$ cat src/rtl/sprite_motion_ctrl.sv
// Per-sprite motion and animation sequencer.
// Once per video frame it steps the sprite position by a signed velocity, handles
// screen-edge contact and advances the animation frame. Game logic reloads
// position/velocity through a valid/ready command port.
// Optional build macro: SPRITE_WRAP_EN (wrap around screen edges instead of bouncing).
// FRAMES must be >= 2 so that o_anim has at least one bit.
module sprite_motion_ctrl #(
    parameter int SCR_W    = 640,
    parameter int SCR_H    = 480,
    parameter int SPR_W    = 64,
    parameter int SPR_H    = 64,
    parameter int FRAMES   = 4,
    parameter int PIXELS   = 4096,
    parameter int ANIM_DIV = 8,
    parameter int VELW     = 8
) (
    input  logic                                i_clk_25,
    input  logic                                i_rst_n,
    input  logic                                i_frame,
    input  logic                                i_enable,
    input  logic                                i_cmd_valid,
    output logic                                o_cmd_ready,
    input  logic [19:0]                         i_cmd_x,
    input  logic [19:0]                         i_cmd_y,
    input  logic [VELW-1:0]                     i_cmd_vx,
    input  logic [VELW-1:0]                     i_cmd_vy,
    output logic [19:0]                         o_x_pos,
    output logic [19:0]                         o_y_pos,
    output logic [$clog2(FRAMES)-1:0]           o_anim,
    output logic [$clog2(FRAMES*PIXELS)-1:0]    o_frame_base,
    output logic                                o_hit_x,
    output logic                                o_hit_y,
    output logic                                o_busy
);

    localparam int AW   = $clog2(FRAMES);
    localparam int FBW  = $clog2(FRAMES * PIXELS);
    localparam int CW   = (ANIM_DIV > 1) ? $clog2(ANIM_DIV) : 1;
    localparam int XMAX = SCR_W - SPR_W;
    localparam int YMAX = SCR_H - SPR_H;

    localparam logic signed [20:0] XMAX_S = 21'(XMAX);
    localparam logic signed [20:0] YMAX_S = 21'(YMAX);
    localparam logic [19:0]        XMAX_U = 20'(XMAX);
    localparam logic [19:0]        YMAX_U = 20'(YMAX);

    typedef enum logic [1:0] {StIdle, StRun, StStepX, StStepY} state_t;

    state_t                  r_state;
    state_t                  w_state_d;
    logic [19:0]             r_x;
    logic [19:0]             r_y;
    logic signed [VELW-1:0]  r_vx;
    logic signed [VELW-1:0]  r_vy;
    logic signed [20:0]      r_nx;      // x shadow, committed together with y
    logic [AW-1:0]           r_anim;
    logic [FBW-1:0]          r_fbase;
    logic [CW-1:0]           r_fcnt;
    logic                    r_hit_x;
    logic                    r_hit_y;

    logic                    w_cmd_acc;
    logic signed [20:0]      w_nx;
    logic signed [20:0]      w_ny;
    logic                    w_hit_x;
    logic                    w_hit_y;
    logic [19:0]             w_cmd_x;
    logic [19:0]             w_cmd_y;
    logic [AW-1:0]           w_anim_nx;

    function automatic logic signed [20:0] f_sext(input logic signed [VELW-1:0] v);
        return {{(21 - VELW){v[VELW-1]}}, v};
    endfunction

    // Edge contact: candidate left the [0, mx] range.
    function automatic logic f_out(input logic signed [20:0] n, input logic signed [20:0] mx);
        return (n < 21'sd0) || (n > mx);
    endfunction

    // Final on-screen position for a candidate coordinate.
    function automatic logic [19:0] f_resolve(input logic signed [20:0] n,
                                              input logic signed [20:0] mx);
        logic signed [20:0] r;
        r = n;
`ifdef SPRITE_WRAP_EN
        if (n < 21'sd0) begin
            r = n + mx + 21'sd1;
        end else if (n > mx) begin
            r = n - (mx + 21'sd1);
        end
`else
        if (n < 21'sd0) begin
            r = 21'sd0;
        end else if (n > mx) begin
            r = mx;
        end
`endif
        return r[19:0];
    endfunction

    // Command handshake, candidate positions, edge detection and clamped load values.
    always_comb begin
        o_cmd_ready = (r_state == StIdle) || (r_state == StRun);
        w_cmd_acc   = i_cmd_valid && o_cmd_ready;
        w_nx        = $signed({1'b0, r_x}) + f_sext(r_vx);
        w_ny        = $signed({1'b0, r_y}) + f_sext(r_vy);
        w_hit_x     = f_out(r_nx, XMAX_S);
        w_hit_y     = f_out(w_ny, YMAX_S);
        w_cmd_x     = (i_cmd_x > XMAX_U) ? XMAX_U : i_cmd_x;
        w_cmd_y     = (i_cmd_y > YMAX_U) ? YMAX_U : i_cmd_y;
        w_anim_nx   = (r_anim == AW'(FRAMES - 1)) ? '0 : r_anim + 1'b1;
    end

    // Next-state logic; an accepted command pre-empts a frame step.
    always_comb begin
        w_state_d = r_state;
        case (r_state)
            StIdle: begin
                if (i_enable && !w_cmd_acc) begin
                    w_state_d = StRun;
                end
            end
            StRun: begin
                if (!i_enable) begin
                    w_state_d = StIdle;
                end else if (i_frame && !w_cmd_acc) begin
                    w_state_d = StStepX;
                end
            end
            StStepX: w_state_d = StStepY;
            StStepY: w_state_d = i_enable ? StRun : StIdle;
            default: w_state_d = StIdle;
        endcase
    end

    // State register.
    always_ff @(posedge i_clk_25 or negedge i_rst_n) begin
        if (!i_rst_n) begin
            r_state <= StIdle;
        end else begin
            r_state <= w_state_d;
        end
    end

    // Position, velocity, animation and hit-pulse registers.
    always_ff @(posedge i_clk_25 or negedge i_rst_n) begin
        if (!i_rst_n) begin
            r_x     <= '0;
            r_y     <= '0;
            r_vx    <= '0;
            r_vy    <= '0;
            r_nx    <= '0;
            r_anim  <= '0;
            r_fbase <= '0;
            r_fcnt  <= '0;
            r_hit_x <= 1'b0;
            r_hit_y <= 1'b0;
        end else begin
            r_hit_x <= 1'b0;
            r_hit_y <= 1'b0;
            if (w_cmd_acc) begin
                r_x     <= w_cmd_x;
                r_y     <= w_cmd_y;
                r_vx    <= i_cmd_vx;
                r_vy    <= i_cmd_vy;
                r_anim  <= '0;
                r_fbase <= '0;
                r_fcnt  <= '0;
            end else if (r_state == StStepX) begin
                r_nx <= w_nx;
            end else if (r_state == StStepY) begin
                r_x     <= f_resolve(r_nx, XMAX_S);
                r_y     <= f_resolve(w_ny, YMAX_S);
                r_hit_x <= w_hit_x;
                r_hit_y <= w_hit_y;
`ifndef SPRITE_WRAP_EN
                if (w_hit_x) begin
                    r_vx <= -r_vx;
                end
                if (w_hit_y) begin
                    r_vy <= -r_vy;
                end
`endif
                if (r_fcnt == CW'(ANIM_DIV - 1)) begin
                    r_fcnt  <= '0;
                    r_anim  <= w_anim_nx;
                    r_fbase <= FBW'(w_anim_nx) * FBW'(PIXELS);
                end else begin
                    r_fcnt <= r_fcnt + 1'b1;
                end
            end
        end
    end

    // Output mapping.
    always_comb begin
        o_x_pos      = r_x;
        o_y_pos      = r_y;
        o_anim       = r_anim;
        o_frame_base = r_fbase;
        o_hit_x      = r_hit_x;
        o_hit_y      = r_hit_y;
        o_busy       = (r_state == StStepX) || (r_state == StStepY);
    end

endmodule

$ cat config.mk
export PLATFORM = sky130hd
export DESIGN_NAME = sprite_motion_ctrl
export DESIGN_NICKNAME = d
export VERILOG_FILES = /design/src/rtl/sprite_motion_ctrl.sv
export SDC_FILE = /design/constraint.sdc
export NUM_CORES = 1
export LEC_CHECK = 0
export BUFFER_PORTS_ARGS = -buffer_cell sky130_fd_sc_hd__buf_2
export CAP_MARGIN = 5
export CORE_MARGIN = 2
export CORE_UTILIZATION = 28
export CTS_BUF_LIST = sky130_fd_sc_hd__clkbuf_4 sky130_fd_sc_hd__clkbuf_8 sky130_fd_sc_hd__clkbuf_16
export DETAILED_ROUTE_END_ITERATION = 16
export HOLD_SLACK_MARGIN = 0.1
export SYNTH_ARGS = -nofsm -noshare
export SYNTH_HDL_FRONTEND = slang
export SYNTH_SLANG_ARGS = --single-unit
$ cat constraint.sdc
create_clock -name i_clk_25 -period 3.5 [get_ports i_clk_25]
set_input_delay 0.35 -clock i_clk_25 [delete_from_list [all_inputs] [get_ports i_clk_25]]
set_output_delay 0.35 -clock i_clk_25 [all_outputs]
set_load 0.05 [all_outputs]
### After elaboration in Yosys (flattened, before gate mapping)

Cells that the tools add are included.

* flip-flop bits (word level): 100
* input bits: 61
* output and inout port bits: 60
* word-level logic and storage cells: 95

* $add $sub $neg: 6
* order comparisons: 6
* eq/ne operators: 8
* mux-type cells: 44
* bitwise operators: 1
* reductions and logical operators: 19

Operator list (count)
* two-way mux 20 bit: 12
* two-way mux 8 bit: 8
* two-way mux 14 bit: 4
* adder 21 x 8 -> 21 bit: 2
* less-than comparator 21 x 1 -> 1 bit (second input constant): 2
* > comparator 21 x 10 -> 1 bit (second input constant): 1
* > comparator 21 x 11 -> 1 bit (second input constant): 1
* > comparator 20 x 10 -> 1 bit (second input constant): 1
* > comparator 20 x 9 -> 1 bit (second input constant): 1
* two-way mux 2 bit: 8
* negator 8 bit: 2
* two-way mux 3 bit: 4
* AND reduction 3 bit: 3
* one-hot mux 2 bit (4 select lines): 1
* nonzero test 2 bit: 4
* two-way mux 1 bit: 7
* equality test 2 bit (second input constant): 3
* AND reduction 2 bit: 3
* logical OR 1 bit: 4
* adder 3 x 1 -> 3 bit (second input constant): 1
* equality test 3 bit (second input constant): 1
* logical AND 1 bit: 3
* != test 3 x 2 -> 1 bit (second input constant): 1
* adder 2 x 1 -> 2 bit (second input constant): 1
* other kinds (6): 6

### Logic depth before layout (Yosys ltp)

Gate-level depths: netlist of the first run.

* word-level depth: 8
* depth in mapped cells: 13

### Worst setup path before layout of the first run

No wires, ideal clock.

* kind: register to register
* start point: register r_y[0], in the netlist o_y_pos[0]
* end point: register r_vy[3]
* setup time: 120 ps
* arrival time: 3265 ps
* data required time: 3380 ps
* setup slack: 114 ps
* stages on the path, launching flop included: 14
* path buffers: 1
* clock period less this slack: 3386 ps
* path through: dfrtp_1 ha_1 inv_1 fa_1 nor2b_1 o221a_2 o21ai_1 o21ai_1 mux2i_1 o2111ai_1 a2111oi_4 buf_6 o211ai_1 o211a_1

* longest elaborated chain between the ends: 5
* elaborated cells on any way between the ends: 6
* classes of those cells: add/sub (1); order compare (2); reduce/logical (3)

Ends and longest elaborated chain
* from (decl): line 52 `logic [19:0] r_y;`
* from (signal assigned): line 163 `r_y <= w_cmd_y;`
* from (signal assigned): line 173 `r_y <= f_resolve(w_ny, YMAX_S);`
* adder 21 x 8 -> 21 bit *: line 106 `w_ny = $signed({1'b0, r_y}) + f_sext(r_vy);`
* less-than comparator 21 x 1 -> 1 bit / > comparator 21 x 10 -> 1 bit (equally long branches): line 77 `return (n < 21'sd0) || (n > mx);`
* logical OR 1 bit *: line 77
* nonzero test 2 bit (no source line) *
* AND reduction 3 bit (no source line) *
* to (signal assigned): line 165 `r_vy <= i_cmd_vy;`
* to (signal assigned): line 181 `r_vy <= -r_vy;`
* to (decl): line 54 `logic signed [VELW-1:0] r_vy;`

Mark *: on every way between the ends. The rest lies on a longest branch, timed or not.
A chain may end at the register's enable or synchronous reset.

### Worst setup path in the final report of the first run

* start point: register r_vy[0]
* end point: register r_vy[7]

* longest elaborated chain between the ends: 5
* elaborated cells on any way between the ends: 11
* classes of those cells: add/sub (2); order compare (2); mux (4); reduce/logical (3)

Ends and longest elaborated chain (line)
* adder 21 x 8 -> 21 bit / negator 8 bit (equally long branches): 106, 181
* less-than comparator 21 x 1 -> 1 bit (tied with other cells): 77
* logical OR 1 bit / two-way mux 8 bit (equally long branches): 77, 171
* nonzero test 2 bit (no source line) / two-way mux 8 bit (equally long branches)
* AND reduction 3 bit (no source line) / two-way mux 8 bit (equally long branches)

Parallel ways exist; a longest one is shown, timed or not. The select of a mux whose other input is x is not followed.

==> metrics.md, run 1 <==
| Metric | Value |
|---|---|
| CP max FO | `18` |
| Sequential element share of the synthesized area | `between 30 and 40%` |
| # port buffers | `roughly 110` |
| Grt total ovfl | `0` |
| Initial antenna violation count | `0` |
| Leakage dissipation | `between 3 and 4 nW` |
| # diodes | `0` |
| Crit. Startpoint | `r_vy[0]$_DFFE_PN0P_` |
| Hold WC Path Type | `in2reg` |
| Core Rows | `53` |
| CTS buffer count | `9` |
| Cell Pwr Density | `~570 nW/um^2` |
| Synth-to-Final Area Change | `19.0%` |
| Number of max-cap violations | `0` |
| Synth cell types | `slightly below 70` |
| Final hold vios | `0` |
| Tmin final | `about 3200 ps` |
| Hold_sp | `i_cmd_vx[0]` |
| Fin nets | `915` |
| IO Pins | `121` |
| Post-DP Area | `about 6900 sq um` |
| Req. time, crit path | `~3800 ps` |
| Hold Crit Endpoint | `r_vx[0]$_DFFE_PN0P_` |
| Die Ht | `between 150 and 200 um` |
| Fin. max-slew vios | `0` |
| Least-Margin Pin Slew | `916 ps` |
| Avg Cell Area, Syn | `between 8 and 9 sq um` |
| Setup CP Type | `reg2reg` |
| GPL Wtd Cong | `between 0.8 and 0.9` |
| First-pass GRT wire length | `roughly 27 mm` |
| R2R setup slack | `between 200 and 300 ps` |
| Share of layout cells above drive strength 1 | `between 10% and 20%` |
| Status | `complete, no violations` |
| Post-CTS setup buffer count | `0` |
| DPL Wire Length | `between 10 and 15 mm` |
| Clock Skews | `5.99 ps` |
| Vias/cell | `between 5 and 6` |
| 1st-iter DRT viols | `roughly 240` |
| Syn Std Cell Area | `6030 sq um` |
| Die Area | `about 23000 sq um` |
| DRC Markers | `0` |
| FF-to-FF End | `r_vy[7]$_DFFE_PN0P_` |
| RSZ-0062 raised after global routing | `false` |
| Part of the cycle the worst path needs | `between 90% and 100%` |
| Post-synth EDFFs | `0` |
| CTS tree | `yes` |
| Routed WL per cell | `approximately 15 um` |
| CP Capture Type | `flip-flop` |
| GRT Total Usage | `14.9%` |
| H-tree levels | `3` |
| Yosys reg bits | `86` |
| CP arrival | `about 3500 ps` |
| Reg2Reg Depth | `13` |
| Setup crit start kind | `flip-flop` |
| Via count | `roughly 5500` |
| Die width | `between 150 and 200 um` |
| Fin area | `7180 sq um` |
| Maximum number of pins on one net before global-route repair | `55` |
| FMAX | `309 MHz` |
| Final wirelength | `roughly 16 mm` |
| Worst vdd ir | `0.260 mV` |
| Clock buffer depth | `2` |
| Routed Antenna Nets | `0` |
| CTS clock-pin slew for the worst setup and hold paths | `approximately 60 ps` |
| Core Box Area | `~21000 sq um` |
| Share of async-settable or async-resettable flops after synthesis | `100%` |
| Slew headroom | `around two fifths` |
| Cells after synthesis | `approximately 700` |
| Worst R2R Start | `r_vy[0]$_DFFE_PN0P_` |
| Root Buffer | `clkbuf_16` |
| TritonRoute pass-1 iters | `5` |
| Final setup viols | `0` |
| Worst-Skew Late Latency | `350 ps` |
| Top FF cell, synth | `dfrtp_1` |
| Initial core utilization | `around 29%` |
| Clock sink count | `between 80 and 90` |
| Hold Path Depth | `3` |
| Setup TNS | `0 ps` |
| Syn. warnings | `0` |
| Vias in the first global route | `around 5300` |
[layout make-up]
type	instances	area [sq um]
multi-input combinational	559	3610
sequential	86	2150
clock inverter	3	20.0
clock buffer	13	262
fill	2221	13900
tap	275	344
inverter	25	93.8
timing repair buffer	126	693
[logic make-up after synthesis]
kind of cell	after synthesis	synth area share (%)
simple gates	251	20.3
compound gates	226	25.2
flops	86	35.7
buf+inv	67	5.31
fa+ha+maj	47	10.0
xor+xnor	19	2.76
mux	4	0.664
other cells	1	0.0622
[placed cells by master, fill, tap and decap left out, types with 4 or more instances in the layout]
cell type	n
o22ai_1	7
a22oi_1	12
and2_1	25
conb_1	12
a21oi_1	45
buf_2	107
nor2_1	48
nor4_1	7
dfrtp_1	85
o21ai_1	8
nor2b_1	5
a21o_1	14
and3_1	4
o21ai_0	54
clkbuf_16	9
inv_1	25
nand3_1	17
nor3_1	15
nand4_1	4
a211oi_1	4
nand2_1	86
o21bai_1	4
nor3b_1	7
o31ai_1	13
mux2i_1	4
or3_1	10
a31oi_1	6
xnor2_1	12
o211ai_1	8
o21a_1	7
nand2b_1	8
ha_1	45
or4_1	5
xor2_1	7
a32oi_1	4
buf_4	17
[synth_stat cells, types with 8 or more instances]
cell type | count | area [sq um]
nor2_1 | 49 | 184
nor3_1 | 15 | 75.1
o21ai_1 | 9 | 45.0
inv_1 | 25 | 93.8
a22oi_1 | 12 | 90.1
nand2b_1 | 8 | 50.1
o21ai_0 | 54 | 270
xnor2_1 | 12 | 105
a21o_1 | 14 | 105
o211ai_1 | 8 | 60.1
buf_4 | 14 | 105
nand3_1 | 17 | 85.1
clkbuf_1 | 25 | 93.8
ha_1 | 45 | 563
dfrtp_1 | 86 | 2150
nand2_1 | 86 | 323
or3_1 | 10 | 62.6
o31ai_1 | 13 | 97.6
a21oi_1 | 45 | 225
and2_1 | 25 | 156
[report_power, final]
group,switching [W],internal (W)
clock,0.000413,0.000524
sequential,0.000215,0.00120
combinational,0.00107,0.000697
total,0.00170,0.00243
[routing by layer]
metal / global-route usage (%) / part of all wire, %
met5: 0 / 0
met3: 3.22 / 4.9
met2: 25.4 / 48
met1: 19.4 / 45
met4: 3.27 / 1.4
[how the worst max path moves through the flow]
stage	to	slack, ps	cells past startpoint
3_3_place_gp	r_vy[2]$_DFFE_PN0P_	260	11
2_1_floorplan	r_vy[3]$_DFFE_PN0P_	110	13
4_1_cts	r_vy[1]$_DFFE_PN0P_	130	11
3_5_place_dp	r_vy[2]$_DFFE_PN0P_	140	11
5_1_grt	o_y_pos[0]$_DFFE_PN0P_	40	11
6_report	r_vy[7]$_DFFE_PN0P_	260	13
[registers in the layout, indices dropped and copies added, names as in the netlist, named ones only]
name	cells
r_nx	21
o_x_pos	20
o_y_pos	20
r_vx	8
r_vy	8
r_fcnt	3
o_frame_base	2
o_hit_x	1
o_hit_y	1
r_state	1
[worst max-delay path, stage by stage, from the launching register on]
cell and delay [ps]:
dfrtp_1 390, ha_1 190, inv_1 60, fa_1 390, nor2b_1 160, o221a_2 250, o21ai_1 150, and4b_1 230
o221a_2 260, o2111ai_1 170, a2111oi_4 110, buf_12 170, or4_1 460, a31oi_1 160
[what timing repair did]
action                                 CTS  global route
setup endpoints to repair                0            13
resized for setup                        0             2
hold buffers                             1             0
endpoints found under the hold margin   52             0
[metrics by stage]
stage                     instances  utilization (%)  power [W]  setup WS, ps  hold slack [ps]
after floorplan                 712                -    0.00274           114             54.4
after global placement         1070             32.6    0.00318           258              451
after detailed placement       1070             32.6    0.00320           144              453
after CTS                      1087             34.0    0.00416           133              215
after global routing           1087             34.1    0.00447          39.9              228
final                          1087             34.1    0.00413           259              214
(Power assumes the default switching activity.)
==> inputs of run 2 (changes only) <==
--- a/config.mk
+++ b/config.mk
@@ -5,6 +5,7 @@
 export SDC_FILE = /design/constraint.sdc
 export NUM_CORES = 1
 export LEC_CHECK = 0
+export ABC_AREA = 1
 export BUFFER_PORTS_ARGS = -buffer_cell sky130_fd_sc_hd__buf_2
 export CAP_MARGIN = 5
 export CORE_MARGIN = 2
==> run 2 against run 1 <==
- clock skew grew 6.6 ps
- sequential power grew 23%
- combinational power grew 140%
- via count grew 15%
- wire length grew 18%
==> metrics.md, run 2 <==
| Metric | Value |
|---|---|
| Req. time, crit path | `3740 ps (was 3770 ps)` |
| Avg Cell Area, Syn | `6.94 sq um (was 8.60 sq um)` |
| Most common cell in the synthesized netlist | `nand2_1` |
| Syn. warnings | `0 (unchanged)` |
| Sequential element share of the synthesized area | `32.6% (was 35.7%)` |
| Core Rows | `56 (was 53)` |
| Final hold vios | `0 (unchanged)` |
| Vias in the first global route | `5905 (was 5266)` |
| Yosys reg bits | `86 (unchanged)` |
| Leakage dissipation | `4.07 nW (was 3.41 nW)` |
| Part of the cycle the worst path needs | `87.1% (was 92.6%)` |
| R2R setup slack | `450 ps (was 260 ps)` |
| DRC Markers | `0 (unchanged)` |
| Worst-Skew Late Latency | `360 ps (was 350 ps)` |
| Share of async-settable or async-resettable flops after synthesis | `100% (unchanged)` |
| Die Area | `24800 sq um (was 22700 sq um)` |
| CTS buffer count | `9 (unchanged)` |
| Grt total ovfl | `0 (unchanged)` |
| Fin nets | `1163 (was 915)` |
| # diodes | `0 (unchanged)` |
| Die Ht | `158 um (was 151 um)` |
| CTS tree | `yes (unchanged)` |
| Synth area leader | `dfrtp_1 (unchanged)` |
| First-pass GRT wire length | `30.2 mm (was 26.7 mm)` |
| Met3 Wirelength | `593 um (was 799 um)` |
| Synth top cells by count | `252 x nand2_1, 120 x inv_1, 87 x nor2_1 (was 86 x dfrtp_1, 86 x nand2_1, 54 x o21ai_0)` |
| Clock buffer depth | `2 (unchanged)` |
| M1 WL | `8.78 mm (was 7.36 mm)` |
| Hold WC Path Type | `in2async (was in2reg)` |
| Resized cells post-CTS | `0 (unchanged)` |
| Maximum number of pins on one net before global-route repair | `82 (was 55)` |
| Setup crit start kind | `flip-flop (unchanged)` |
| Commonest non-fill, non-tap cell in the layout | `nand2_1 (was buf_2)` |
| Multi-input logic area | `3820 sq um (was 3610 sq um)` |
| Post-synth EDFFs | `0 (unchanged)` |
| Cell Pwr Density | `890 nW/um^2 (was 575 nW/um^2)` |
| Top-area cell type share of the netlist area | `32.6% (was 35.7%)` |
| Most frequent cells in the layout | `252 x nand2_1, 120 x inv_1, 107 x buf_2, 87 x nor2_1, 86 x dfrtp_1 (was 107 x buf_2, 86 x nand2_1, 85 x dfrtp_1, 54 x o21ai_0, 48 x nor2_1)` |
| FF-to-FF End | `r_vy[7]$_DFFE_PN0P_ (unchanged)` |
| Synth-to-Final Area Change | `17.1% (was 19.0%)` |
| Highest Signal Layer | `met4 (unchanged)` |
| Initial antenna violation count | `0 (unchanged)` |
| DPL Wire Length | `14.9 mm (was 12.5 mm)` |
| Core Box Area | `23300 sq um (was 21100 sq um)` |
| H-tree levels | `3 (unchanged)` |
| Routed Antenna Nets | `0 (unchanged)` |
| Die width | `158 um (was 151 um)` |
| Fill count | `2519 (was 2221)` |
| Via count | `6336 (was 5512)` |
| GRT Total Usage | `15.6% (was 14.9%)` |
| Vias/cell | `4.60 (was 5.07)` |
| Reg2Reg Depth | `14 (was 13)` |
| Register area | `2150 sq um (about the same)` |
| Worst R2R Start | `r_vy[7]$_DFFE_PN0P_ (was r_vy[0]$_DFFE_PN0P_)` |
| Worst vdd ir | `0.398 mV (was 0.260 mV)` |
| Slew headroom | `28.0% (was 38.9%)` |
| Most flop-heavy register | `r_nx (unchanged)` |
| Top FF cell, synth | `dfrtp_1 (unchanged)` |
| CP max FO | `16 (was 18)` |
| Fin util | `33.1% (was 34.1%)` |
| CP Capture Type | `flip-flop (unchanged)` |
| Most area-consuming cells after synthesis | `dfrtp_1 33%, nand2_1 14%, ha_1 8.5%, inv_1 6.8%, nand3_1 5.8% (was dfrtp_1 36%, ha_1 9.3%, nand2_1 5.4%, o21ai_0 4.5%, a21oi_1 3.7%)` |
| Share of layout cells above drive strength 1 | `16.5% (was 19.5%)` |
| Routed WL per cell | `13.9 um (was 14.9 um)` |
| Number of max-cap violations | `0 (unchanged)` |
| 1st-iter DRT viols | `387 (was 237)` |
| Status | `complete, no violations (unchanged)` |
| Initial core utilization | `28.3% (was 28.6%)` |
| # hold bufs at CTS | `0 (was 1)` |
| Tmin final | `3050 ps (was 3240 ps)` |
| IO Pins | `121 (unchanged)` |
| Least-Margin Pin Slew | `1080 ps (was 916 ps)` |
| Setup CP Type | `reg2reg (unchanged)` |
| RSZ-0062 raised after global routing | `false (unchanged)` |
| Clock sink count | `86 (unchanged)` |
| FMAX | `328 MHz (was 309 MHz)` |
| Final wirelength | `19.2 mm (was 16.3 mm)` |
| Clock Skews | `12.6 ps (was 5.99 ps)` |
| Fin. max-slew vios | `0 (unchanged)` |
| Syn Std Cell Area | `6600 sq um (was 6030 sq um)` |
| CTS clock-pin slew for the worst setup and hold paths | `70 ps (was 60 ps)` |
| Number of flip-flops in the largest register | `21 (unchanged)` |
| Root Buffer | `clkbuf_16 (unchanged)` |
| Synth cell types | `44 (was 69)` |
| Post-CTS setup buffer count | `0 (unchanged)` |
| Setup TNS | `0 ps (unchanged)` |
| GPL Wtd Cong | `0.885 (was 0.868)` |
| Final setup viols | `0 (unchanged)` |
| # port buffers | `108 (unchanged)` |
| Met2 wire length | `9.45 mm (was 7.87 mm)` |
| Cells after synthesis | `951 (was 701)` |
| CP arrival | `3290 ps (was 3510 ps)` |
| TritonRoute pass-1 iters | `5 (unchanged)` |
## run 2: cell types whose count changed in the layout (fill, tap and decap cells not counted), moves of 12 or more
cell     previous run  this run
nor2_1             48        87
and2_1             25         1
a21oi_1            45        58
nand3_1            17        76
a21o_1             14         0
inv_1              25       120
nand2_1            86       252
a22oi_1            12         0
## run 2: kinds of logic after synthesis
kind of cell    after synthesis  synth area share [%]
simple gates                487                  32.8
buf+inv                     163                  10.1
compound gates              141                  11.9
flops                        86                  32.6
fa+ha+maj                    47                  9.14
xor+xnor                     26                  3.45
other cells                   1                0.0568
## run 2: routing by layer
layer | vias to the layer above | track usage, %
met4 | 0 | 5.19
li1 | 3277 | -
met5 | - | 0
met2 | 112 | 27.2
met3 | 22 | 1.76
met1 | 2925 | 19.9
## run 2: area by class of cell
class / count / area share [%]
well taps: 319 / 5.17
clock buffers: 9 / 2.91
repair buffers: 114 / 7.61
flip-flops and latches: 86 / 27.9
multi-input cells: 713 / 49.5
clock inverters: 6 / 0.599
inverters: 131 / 6.36
## run 2: how the worst max path moves through the flow
| stage | depth (start not counted) | end | start |
|---|---|---|---|
| floorplan | 20 | r_vy[7]$_DFFE_PN0P_ | o_y_pos[0]$_DFFE_PN0P_ |
| global placement | 14 | r_vy[7]$_DFFE_PN0P_ | r_vy[7]$_DFFE_PN0P_ |
| detailed placement | 14 | r_vy[7]$_DFFE_PN0P_ | r_vy[7]$_DFFE_PN0P_ |
| CTS | 14 | r_vy[7]$_DFFE_PN0P_ | r_vy[7]$_DFFE_PN0P_ |
| global route | 14 | r_vy[5]$_DFFE_PN0P_ | r_vy[7]$_DFFE_PN0P_ |
| finish | 14 | r_vy[7]$_DFFE_PN0P_ | r_vy[7]$_DFFE_PN0P_ |
## run 2: power by group
group / internal [W] / total (W) / switching, W / leakage [nW]
clock network: 0.000483 / 0.000937 / 0.000454 / 0.128
registers: 0.00133 / 0.00174 / 0.000410 / 1.09
logic: 0.00135 / 0.00420 / 0.00285 / 2.85
total: 0.00316 / 0.00688 / 0.00371 / 4.07
## run 2: metrics by stage
| stage | setup WS (ps) | hold slack, ps | instance area [sq um] | instances | power [W] |
|---|---|---|---|---|---|
| 6_report | 451 | 178 | 7730 | 1378 | 0.00688 |
| 5_1_grt | 191 | 219 | 7730 | 1378 | 0.00752 |
| 4_1_cts | 397 | 203 | 7730 | 1378 | 0.00690 |
| 3_5_place_dp | 421 | 474 | 7450 | 1363 | 0.00593 |
| 3_3_place_gp | 464 | 469 | 7450 | 1363 | 0.00592 |
| 2_1_floorplan | 748 | 54.4 | 6640 | 962 | 0.00494 |
## run 2: worst max-delay path: stages, from the launching register on
cell and delay [ps]:
dfrtp_1 760, ha_1 410, nand2_1 150, inv_1 50, a21oi_1 160, nand2_2 100, nand2_1 130, nand2_1 90
a21oi_1 230, xor2_1 380, nor2_4 130, nand2_8 130, nand2_8 70, nand2_1 80, nand2_1 70
